--- src/rtl/nand_logic_pipe_if.sv ---
// Purpose: operand/result handshake bundle for nand_logic_pipe.
// Signals: in_valid/in_ready/a/b/op  - operand side (producer -> pipe)
//          out_valid/out_ready/out    - result side (pipe -> consumer)
//          txn_count                  - completed output transfers
// Modports: master = producer/consumer view, slave = pipeline view.
interface nand_logic_pipe_if #(
  parameter int unsigned WIDTH = 8
);
  logic             in_valid;
  logic             in_ready;
  logic [WIDTH-1:0] a;
  logic [WIDTH-1:0] b;
  logic [2:0]       op;
  logic             out_valid;
  logic             out_ready;
  logic [WIDTH-1:0] out;
  logic [15:0]      txn_count;

  modport master (
    output in_valid, a, b, op, out_ready,
    input  in_ready, out_valid, out, txn_count
  );

  modport slave (
    input  in_valid, a, b, op, out_ready,
    output in_ready, out_valid, out, txn_count
  );
endinterface

--- src/rtl/nand_logic_pipe.sv ---
// Purpose: DEPTH-stage valid/ready pipeline computing a bitwise logic
//          operation (NAND by default) on WIDTH-bit operand pairs, with a
//          wrapping count of completed output transfers.
// Ports:   clk  - rising-edge clock
//          rst  - asynchronous active-high reset
//          bus  - nand_logic_pipe_if.slave (operands in, result out,
//                 in_ready is combinational through the ready chain)
module nand_logic_pipe #(
  parameter int unsigned WIDTH = 8,
  parameter int unsigned DEPTH = 2
) (
  input  logic               clk,
  input  logic               rst,
  nand_logic_pipe_if.slave   bus
);

  localparam int unsigned CNT_W = 16;

  localparam logic [2:0] OP_NAND = 3'b000;
  localparam logic [2:0] OP_AND  = 3'b001;
  localparam logic [2:0] OP_NOR  = 3'b010;
  localparam logic [2:0] OP_OR   = 3'b011;
  localparam logic [2:0] OP_XOR  = 3'b100;
  localparam logic [2:0] OP_XNOR = 3'b101;
  localparam logic [2:0] OP_NOTA = 3'b110;
  localparam logic [2:0] OP_RNAND = 3'b111;

  logic [WIDTH-1:0] w_res;
  logic             w_rnand;
  logic [WIDTH-1:0] r_d [DEPTH];
  logic             r_v [DEPTH];
  logic [DEPTH-1:0] w_v;
  logic [DEPTH-1:0] w_rdy;
  logic [CNT_W-1:0] r_txn;
  logic             w_out_xfer;

  assign w_rnand = ~(&bus.a);

  // Operation decode at the pipeline input.
  always_comb begin
    w_res = '0;
    case (bus.op)
      OP_NAND:  w_res = ~(bus.a & bus.b);
      OP_AND:   w_res = bus.a & bus.b;
      OP_NOR:   w_res = ~(bus.a | bus.b);
      OP_OR:    w_res = bus.a | bus.b;
      OP_XOR:   w_res = bus.a ^ bus.b;
      OP_XNOR:  w_res = ~(bus.a ^ bus.b);
      OP_NOTA:  w_res = ~bus.a;
      OP_RNAND: w_res = WIDTH'(w_rnand);
    endcase
  end

  genvar gi;
  generate
    for (gi = 0; gi < DEPTH; gi++) begin : g_stage
      logic             w_src_v;
      logic [WIDTH-1:0] w_src_d;

      assign w_v[gi] = r_v[gi];
      // Stage can load unless it and every stage after it are full and the
      // consumer is stalling (closed form of the ripple ready chain).
      assign w_rdy[gi] = bus.out_ready | ~(&w_v[DEPTH-1:gi]);

      if (gi == 0) begin : g_src_in
        assign w_src_v = bus.in_valid;
        assign w_src_d = w_res;
      end else begin : g_src_prev
        assign w_src_v = r_v[gi-1];
        assign w_src_d = r_d[gi-1];
      end

      // Data only moves with a valid token so bubbles do not disturb it.
      always_ff @(posedge clk or posedge rst) begin
        if (rst) begin
          r_v[gi] <= 1'b0;
          r_d[gi] <= '0;
        end else if (w_rdy[gi]) begin
          r_v[gi] <= w_src_v;
          if (w_src_v) begin
            r_d[gi] <= w_src_d;
          end
        end
      end
    end
  endgenerate

  assign w_out_xfer = r_v[DEPTH-1] & bus.out_ready;

  // Completed-transfer counter, wraps naturally at 2^16.
  always_ff @(posedge clk or posedge rst) begin
    if (rst) begin
      r_txn <= '0;
    end else if (w_out_xfer) begin
      r_txn <= r_txn + CNT_W'(1);
    end
  end

  assign bus.in_ready  = w_rdy[0];
  assign bus.out_valid = r_v[DEPTH-1];
  assign bus.out       = r_d[DEPTH-1];
  assign bus.txn_count = r_txn;

endmodule

--- src/flat_wrapper.sv ---
// flat-port wrapper written by rule: the top's interface ports become plain ports
module nand_logic_pipe_flat 
#(
  parameter int unsigned WIDTH = 8,
  parameter int unsigned DEPTH = 2
)
  (clk, rst, bus_in_valid, bus_a, bus_b, bus_op, bus_out_ready, bus_in_ready, bus_out_valid, bus_out, bus_txn_count);
  nand_logic_pipe_if #(.WIDTH(WIDTH)) bus_i ();
  input  logic clk;
  input  logic rst;
  input wire logic [$bits(bus_i.in_valid)-1:0] bus_in_valid;
  input wire logic [$bits(bus_i.a)-1:0] bus_a;
  input wire logic [$bits(bus_i.b)-1:0] bus_b;
  input wire logic [$bits(bus_i.op)-1:0] bus_op;
  input wire logic [$bits(bus_i.out_ready)-1:0] bus_out_ready;
  output wire logic [$bits(bus_i.in_ready)-1:0] bus_in_ready;
  output wire logic [$bits(bus_i.out_valid)-1:0] bus_out_valid;
  output wire logic [$bits(bus_i.out)-1:0] bus_out;
  output wire logic [$bits(bus_i.txn_count)-1:0] bus_txn_count;
  assign bus_i.in_valid = bus_in_valid;
  assign bus_i.a = bus_a;
  assign bus_i.b = bus_b;
  assign bus_i.op = bus_op;
  assign bus_i.out_ready = bus_out_ready;
  assign bus_in_ready = bus_i.in_ready;
  assign bus_out_valid = bus_i.out_valid;
  assign bus_out = bus_i.out;
  assign bus_txn_count = bus_i.txn_count;
  nand_logic_pipe #(.WIDTH(WIDTH), .DEPTH(DEPTH)) u_core (.clk(clk), .rst(rst), .bus(bus_i));
endmodule
--- config.mk ---
export PLATFORM = sky130hd
export DESIGN_NAME = nand_logic_pipe_flat
export DESIGN_NICKNAME = d
export VERILOG_FILES = /design/src/rtl/nand_logic_pipe_if.sv /design/src/rtl/nand_logic_pipe.sv /design/src/flat_wrapper.sv
export SDC_FILE = /design/constraint.sdc
export NUM_CORES = 1
export LEC_CHECK = 0
export ABC_CLOCK_PERIOD_IN_PS = 3300
export CELL_PAD_IN_SITES_DETAIL_PLACEMENT = 1
export CELL_PAD_IN_SITES_GLOBAL_PLACEMENT = 1
export CORE_ASPECT_RATIO = 2
export CORE_MARGIN = 1
export CORE_UTILIZATION = 41
export CTS_CLUSTER_DIAMETER = 50
export DETAILED_ROUTE_END_ITERATION = 8
export GPL_TIMING_DRIVEN = 0
export PLACE_DENSITY_LB_ADDON = 0.1
export SYNTH_ARGS = -nofsm -noshare
export SYNTH_HDL_FRONTEND = slang
export SYNTH_SLANG_ARGS = --single-unit
export TNS_END_PERCENT = 5
--- constraint.sdc ---
create_clock -name clk -period 3.3 [get_ports clk]
set_clock_uncertainty 0.15 [all_clocks]
set_input_delay 0.825 -clock clk [delete_from_list [all_inputs] [get_ports clk]]
set_output_delay 0.825 -clock clk [all_outputs]
set_load 0.03 [all_outputs]
==> metrics, run 1 <==
Via density 5.489; Startpoint Class primary input; Cell variety after synth 35; Total GRT Usage about a fifth; Cell Count, Final, Fillers Out 333; Avg WL per Cell around 15 um; antenna cells 0; FF-to-FF path depth 4; Iteration-0 DRC Markers 15; CP top delay family buffers and inverters; setup TNS 0 ns; Post-Syn Instances ~220; P_leak 1.218 nW; async set-reset flop share out of synthesis between 90% and 100%; endpoints failing hold 0; H-tree Lvls 2; Critical Path Sink Type primary output; Setup-failing EPs final 0; max-slew violations 0; post-synthesis sequential area ratio about 40%; CTS clk-pin slew, worst paths roughly 0.06 ns; terminus of the critical flop-to-flop path u_core.bus.txn_count[13]; Hold Path Class flop to flop; I/O Pins approximately 50; commonest non-fill, non-tap cell in the layout clkdlybuf4s50_1; largest net degree at the start of global routing 35; Post-route DRC 0; synth warn 0; Mean Syn Cell Area roughly 9.6 um^2; crit path DAT around 1.9 ns; Tmin final around 2.9 ns; CTS Sinks 34; Detailed Routing Iterations Pass 1 3; Hold Path Origin u_core.bus.txn_count[15]; Final GP Congestion between 0.8 and 0.9; cell with the largest stage delay on the worst path clkdlybuf4s50_1; crit path cell chain clkdlybuf4s50_1 -> nand3b_1 -> dlymetal6s2s_1; Max IR drop VDD approximately 0.47 mV; initial antenna violation count 0; worst hold margin about 0.32 ns; vias approximately 1800; data required time at the worst endpoint ~2.3 ns; RSZ-0062 raised after global routing false; HPWL Detailed approximately 4200 um; global-route wire length before repair roughly 8500 um; TritonCTS buffer count 5; CP max FO 5; Die X 52.93 um; post-CTS setup repair buffer count 0; Crit Reg-Reg Startpoint u_core.bus.txn_count[2]; buffers and inverters on the worst path 2; slew margin rel. 24.60%; final net count around 320; Max Cap Viol 0; most frequent cells in the layout clkdlybuf4s50_1 (46), dfrtp_1 (34), nand2_1 (29); Worst Hold Path Cells 1; die footprint roughly 5500 um^2; Hold Crit Endpoint u_core.bus.txn_count[15]; clock root buffer clkbuf_8; area growth from synthesis to layout 29.18%; status complete, no violations; ANT nets after route 0; total power approximately 1.4 mW; Routed WL around 5100 um; num rows 36; Synth Register Bits 34; GR Overflow Total 0; Worst Path Class, Setup primary input to primary output; Post-Place Cells 326; post-route clock period utilization 87.76%; vias in the first global route roughly 1900; Worst-Skew Late Latency 0.29 ns; Tightest Pin Transition 1.122 ns; FF-to-FF setup slack ~1.5 ns; f_max about 350 MHz; port buffer count 47; post-synth net total 262; CORE AREA 4910 um^2; fill count between 500 and 600; Initial Utilization a little over two fifths; CTS tree done; Die Height approximately 100 um; clock buffer depth 2; number of cells on the critical path 3; critical path's largest stage delay about 0.56 ns; Post-synth EDFFs 0; Cell Pwr Density between 500 and 600 nW/um^2; cell area after synthesis 2127 um^2; Top FF cell, synth dfrtp_1; layout cells sized above 1 around 8.3%
## registers in the layout, indices dropped and copies added (netlist names)
register	count
u_core.g_stage.w_src_d	8
u_core.g_stage.w_src_v	1
u_core.bus.out_valid	1
u_core.bus.txn_count	16
u_core.bus.out	8
## metrics by stage
step           instance area [um^2]  setup WS (ns)  utilization, %
6_report                       2748         0.4040           55.96
5_1_grt                        2748         0.3532           55.96
4_1_cts                        2745        0.01475           55.91
3_5_place_dp                   2669        0.02146           54.36
3_3_place_gp                   2669        0.02112           54.36
2_1_floorplan                  2127          1.122               -
## worst reg2reg max path, stage by stage, from the launching register on
cell     delay [ns]
dfrtp_1        0.45
nand4_1        0.21
or4b_4         0.56
nor2_1         0.15
xor2_1         0.16
## how the worst max path moves through the flow
stage                        from      endpoint  slack (ns)
floorplan           bus_out_ready  bus_in_ready        1.12
global placement    bus_out_ready  bus_in_ready        0.02
detailed placement  bus_out_ready  bus_in_ready        0.02
CTS                 bus_out_ready  bus_in_ready        0.01
global route        bus_out_ready  bus_in_ready        0.35
finish              bus_out_ready  bus_in_ready        0.40
## routing by layer
layer,part of all wire (%),up-vias,global-route usage (%)
met5,0,-,0
met4,3.2,0,10.90
met3,2.3,11,2.339
met2,61,39,41.14
met1,34,902,18.36
li1,-,876,-
## area by class of cell
class	count	area (um^2)	share of cell area, %
buffer	7	35.03	1.275
clock buffer	7	76.32	2.778
inverter	23	86.33	3.142
multi-input combinational	158	1155	42.03
sequential	34	850.8	30.97
tap	57	71.32	2.596
timing repair buffer	47	473.0	17.21
## timing repair
| action | CTS | global route |
|---|---|---|
| resized for setup | 0 | 1 |
| setup endpoints to repair | 0 | 1 |
| hold buffers | 0 | 0 |
## cells in the mapped netlist (all sizes together), types with 2 or more instances
master   n  area (um^2)
dfrtp   34        850.8
nand2   29        108.9
inv     23        86.33
xnor2   19        166.4
ha      17        212.7
nor3b   11        82.58
mux2     9        101.4
nand4    9        56.30
nor2     9        33.78
o21ai    9        45.04
a221oi   6        52.55
a211oi   5        37.54
buf      5        27.53
nand2b   5        31.28
xor2     5        43.79
and2     3        18.77
nor3     3        15.01
o22ai    3        18.77
a21o     2        15.01
and3     2        13.77
clkbuf   2        7.510
o41ai    2        17.52
## power breakdown
group          switching [mW]  total [mW]  internal (mW)
Sequential             0.0816       0.583          0.502
Combinational           0.280       0.522          0.242
Clock                   0.145       0.290          0.145
## cells by family (layout without fill, tap and decap cells)
kind of cell / after synthesis / after routing / share of synthesized area (%)
mux: 9 / 9 / 4.765
xor+xnor: 24 / 24 / 9.882
compound gates: 32 / 32 / 10.65
fa+ha+maj: 17 / 17 / 10.00
flops: 34 / 34 / 40.00
simple gates: 76 / 76 / 19.00
buf+inv: 30 / 84 / 5.706
(Power assumes the default switching activity.)
==> run 2, diff against run 1 <==
--- a/config.mk
+++ b/config.mk
@@ -8,7 +8,6 @@
 export ABC_CLOCK_PERIOD_IN_PS = 3300
 export CELL_PAD_IN_SITES_DETAIL_PLACEMENT = 1
 export CELL_PAD_IN_SITES_GLOBAL_PLACEMENT = 1
-export CORE_ASPECT_RATIO = 2
 export CORE_MARGIN = 1
 export CORE_UTILIZATION = 41
 export CTS_CLUSTER_DIAMETER = 50
==> metrics, run 2 (synthesis gave the netlist of run 1 again) <==
buffers and inverters on the worst path 2; data required time at the worst endpoint roughly 2.3 ns; GR Overflow Total 0; post-route clock period utilization a little under 90%; most frequent cells in the layout clkdlybuf4s50_1 (46), dfrtp_1 (34), nand2_1 (29); global-route wire length before repair approximately 8400 um; CP top delay family buffers and inverters; Critical Path Sink Type primary output; Worst Setup SP bus_out_ready; endpoints failing hold 0; Crit Reg-Reg Startpoint u_core.bus.out_valid; commonest non-fill, non-tap cell in the layout clkdlybuf4s50_1; Avg WL per Cell 14.28 um; slew margin rel. 28.94%; Max Cap Viol 0; terminus of the critical flop-to-flop path u_core.bus.txn_count[13]; max-slew violations 0; FF-to-FF setup slack 1.56 ns; TritonCTS buffer count 5; CTS clk-pin slew, worst paths around 0.070 ns; port buffer count between 40 and 50; H-tree Lvls 2; clock root buffer clkbuf_8; status complete, no violations; Final GP Congestion ~0.77; crit path DAT around 1.9 ns; CORE AREA between 4000 and 5000 um^2; Die X 74.03 um; cell with the largest stage delay on the worst path clkdlybuf4s50_1; critical path's largest stage delay between 0.5 and 0.6 ns; layout cells sized above 1 roughly 9.0%; FF-to-FF path depth 4; Total GRT Usage between 20% and 30%; max reg flops 16; largest net degree at the start of global routing 35; Initial Utilization a little over two fifths; Post-route DRC 0; CTS Sinks 34; I/O Pins 49; worst setup path end bus_in_ready; area growth from synthesis to layout 31.41%; ANT nets after route 0; number of cells on the critical path 3; Detailed Routing Iterations Pass 1 4; setup TNS 0 ns; Die Height about 74 um; Cell Count, Final, Fillers Out around 350; HPWL Detailed 3804 um; Worst Path Class, Setup primary input to primary output; num rows 25; Via density approximately 5.2; initial antenna violation count 0; Routed WL around 5000 um; Hold Path Origin u_core.bus.txn_count[15]; Worst-Skew Late Latency slightly below 0.3 ns; Iteration-0 DRC Markers 94; CP max FO 5; final net count approximately 320; Startpoint Class primary input; CTS tree done; Post-Place Cells roughly 340; Max IR drop VDD around 0.47 mV; RSZ-0062 raised after global routing false; crit path cell chain clkdlybuf4s50_1 -> nand3b_1 -> dlymetal6s2s_1; die footprint about 5500 um^2; Setup-failing EPs final 0; vias 1794; P_leak around 1.2 nW; vias in the first global route 1785; Hold Path Class flop to flop; antenna cells 0; f_max 348.8 MHz; Tightest Pin Transition 1.058 ns; Tmin final 2.867 ns; Cell Pwr Density 510.4 nW/um^2; clock buffer depth 2
run 2: changes by cell type in the layout (fill, tap and decap cells not counted), sizes merged:
cell    before  now
clkinv       0    2
buf          5    6
inv         23   22
run 2: cell type report:
class | instances | area, um^2
buffer | 7 | 35.03
clock buffer | 7 | 86.33
clock inverter | 1 | 5.005
fill | 566 | 2053
inverter | 23 | 86.33
multi-input combinational | 158 | 1155
sequential | 34 | 850.8
tap | 67 | 83.83
timing repair buffer | 48 | 493.0
run 2: per-layer routing:
layer | up-vias | wire (um) | track usage (%)
li1 | 875 | - | -
met1 | 875 | 2362 | 27.59
met2 | 36 | 2318 | 32.32
met3 | 8 | 174 | 3.659
met4 | 0 | 70 | 7.051
met5 | - | 0 | 0
run 2: through the flow:
stage	instance area, um^2	hold WS (ns)	setup slack (ns)	utilization (%)	total power [mW]
3_3_place_gp	2681	0.3058	0.02955	55.30	1.099
2_1_floorplan	2127	0.2960	1.122	-	0.8866
3_5_place_dp	2681	0.3069	0.03469	55.30	1.118
4_1_cts	2773	0.3205	0.02826	57.19	1.442
5_1_grt	2795	0.3577	0.3883	57.65	1.516
6_report	2795	0.3144	0.4332	57.65	1.427
run 2: report_power, final:
group          internal, mW  switching [mW]  leakage [nW]
Sequential            0.501          0.0780         0.430
Clock                 0.168           0.151        0.0482
Combinational         0.245           0.284         0.757
Total                 0.914           0.512          1.24
run 2: repair_timing:
action / CTS / global route
hold buffers: 0 / 0
setup buffers: 0 / 0
resized for setup: 0 / 1
endpoints found under the setup margin: 0 / 1
run 2: worst min path at each step:
stage / endpoint / cells after the start
after floorplan: u_core.g_stage[1].w_src_d[1] / 2
after global placement: u_core.bus.txn_count[15] / 1
after detailed placement: u_core.bus.txn_count[15] / 1
after CTS: u_core.bus.txn_count[15] / 1
after global routing: u_core.bus.txn_count[15] / 1
final: u_core.bus.txn_count[15] / 1
==> run 3, diff against run 2 <==
--- a/config.mk
+++ b/config.mk
@@ -5,11 +5,11 @@
 export SDC_FILE = /design/constraint.sdc
 export NUM_CORES = 1
 export LEC_CHECK = 0
-export ABC_CLOCK_PERIOD_IN_PS = 3300
+export ABC_CLOCK_PERIOD_IN_PS = 2750
 export CELL_PAD_IN_SITES_DETAIL_PLACEMENT = 1
 export CELL_PAD_IN_SITES_GLOBAL_PLACEMENT = 1
 export CORE_MARGIN = 1
-export CORE_UTILIZATION = 41
+export CORE_UTILIZATION = 38
 export CTS_CLUSTER_DIAMETER = 50
 export DETAILED_ROUTE_END_ITERATION = 8
 export GPL_TIMING_DRIVEN = 0
==> constraint.sdc (replaced) <==
create_clock -name clk -period 2.75 [get_ports clk]
set_clock_uncertainty 0.15 [all_clocks]
set_input_delay 0.6875 -clock clk [delete_from_list [all_inputs] [get_ports clk]]
set_output_delay 0.6875 -clock clk [all_outputs]
set_load 0.03 [all_outputs]
==> metrics, run 3 (synthesis gave the netlist of run 1 again) <==
status complete, no violations; combinational power share between 30% and 40%; Worst Path Class, Setup primary input to primary output; post-route clock period utilization 92.78%; endpoints failing hold 0; commonest non-fill, non-tap cell in the layout clkdlybuf4s50_1; clock buffer depth 2; area growth from synthesis to layout 31.76%; Die X 76.82 um; M1 WL between 2000 and 2500 um; antenna cells 0; Avg WL per Cell around 14 um; Tmin final approximately 2.6 ns; Detailed Routing Iterations Pass 1 4; crit path cell chain clkdlybuf4s50_1 -> nand3b_1 -> clkbuf_2; Via density approximately 5; Startpoint Class primary input; num rows 26; Worst-Skew Late Latency ~0.29 ns; ANT nets after route 0; P_leak 1.233 nW; Clk pwr share 22.7%; routed wl met3 161 um; f_max about 390 MHz; clock root buffer clkbuf_8; Cell Area, Placed roughly 2700 um^2; die footprint between 5000 and 6000 um^2; Die Height ~77 um; slew margin rel. a little over a third; cell with the largest stage delay on the worst path clkdlybuf4s50_1; GR Overflow Total 0; final net count about 320; global-route wire length before repair roughly 8500 um; Cell Pwr Density 609.5 nW/um^2; fill count 611; CTS clk-pin slew, worst paths 0.07 ns; max-slew violations 0; Hold Path Class flop to flop; critical path's largest stage delay approximately 0.53 ns; RSZ-0062 raised after global routing false; port buffer count 47; Initial Utilization between 40% and 50%; H-tree Lvls 2; CP max FO 5; data required time at the worst endpoint between 1.5 and 2 ns; Final GP Congestion between 0.7 and 0.8; Total GRT Usage a little under a fifth; Max IR drop VDD 0.5476 mV; Finished Cell Area approximately 2800 um^2; Tightest Pin Transition 0.9580 ns; Setup-failing EPs final 0; largest net degree at the start of global routing 35; Max Cap Viol 0; CORE AREA 5238 um^2; Routed WL 4941 um; CP top delay family buffers and inverters; DR top layer met4; crit path DAT ~1.7 ns; worst hold margin 0.3243 ns; buffers and inverters on the worst path 2; HPWL Detailed approximately 3800 um; Critical Path Sink Type primary output; vias between 1500 and 2000; most frequent cells in the layout clkdlybuf4s50_1 (46), dfrtp_1 (34), nand2_1 (29); post-CTS setup repair buffer count 0; CTS Sinks 34; I/O Pins 49; Sw Pwr slightly above 0.6 mW; layout cells sized above 1 9.712%; Iteration-0 DRC Markers 36; Net Sw Frac a little over a third; P_int between 1 and 1.5 mW; Seq pwr share between 40 and 50%; max reg flops 16; vias in the first global route roughly 1800; met2 WL 2320 um; CTS tree done; TritonCTS buffer count 5; Post-route DRC 0; initial antenna violation count 0
-- run 3: cell count changes in the layout (fill, tap and decap cells not counted) --
| cell | delta |
|---|---|
| buf_12 | -1 |
| buf_16 | +1 |
| clkbuf_1 | -1 |
| clkbuf_2 | +1 |
| clkinvlp_4 | +1 |
| dlymetal6s2s_1 | -1 |
-- run 3: metrics by stage --
stage	TNS, ns	worst slack, ns	utilization, %	cells	power, mW
finish	0	0.1986	53.51	348	1.708
global route	0	0.02559	53.51	348	1.812
CTS	0	0.009102	53.06	347	1.722
detailed placement	-0.3781	-0.2484	51.27	339	1.332
global placement	-0.2926	-0.2384	51.27	339	1.318
floorplan	0	0.7253	-	222	1.064
-- run 3: power by group through the flow --
stage | Clock (mW) | Sequential (mW) | Combinational [mW]
global route | 0.422 | 0.710 | 0.681
finish | 0.388 | 0.691 | 0.629
global placement | 0 | 0.699 | 0.619
CTS | 0.396 | 0.693 | 0.633
floorplan | 0 | 0.844 | 0.220
detailed placement | 0 | 0.701 | 0.631
-- run 3: final timing paths --
path	slack, ns	cells after the start	from	to
setup reg to reg	1.00	4	u_core.bus.txn_count[3]	u_core.bus.txn_count[15]
hold reg to reg	0.32	1	u_core.bus.txn_count[15]	u_core.bus.txn_count[15]
min in group asynchronous	0.51	2	rst	u_core.bus.out[3]
setup / recovery	0.20	3	bus_out_ready	bus_in_ready
hold / removal	0.32	1	u_core.bus.txn_count[15]	u_core.bus.txn_count[15]
max in group asynchronous	1.53	3	rst	u_core.g_stage[1].w_src_d[6]
-- run 3: final cells by class --
| type | instances | area [um^2] | area share, % |
|---|---|---|---|
| multi-input cells | 158 | 1155 | 41.21 |
| flip-flops and latches | 34 | 850.8 | 30.36 |
| repair buffers | 48 | 493.0 | 17.59 |
| well taps | 70 | 87.58 | 3.125 |
| inverters | 23 | 86.33 | 3.080 |
| clock buffers | 6 | 82.58 | 2.946 |
| plain buffers | 7 | 35.03 | 1.250 |
| clock inverters | 2 | 12.51 | 0.4464 |
-- run 3: routing by layer --
| metal | global-route usage (%) | vias to the layer above |
|---|---|---|
| met5 | 0 | - |
| met4 | 5.192 | 0 |
| met3 | 3.214 | 5 |
| met2 | 28.39 | 41 |
| met1 | 25.45 | 857 |
| li1 | - | 874 |
-- run 3: timing repair --
item / 4_1_cts / 5_1_grt
pin swaps: 0 / 0
endpoints found under the setup margin: 1 / 1
hold buffers: 0 / 0
resized for setup: 1 / 2
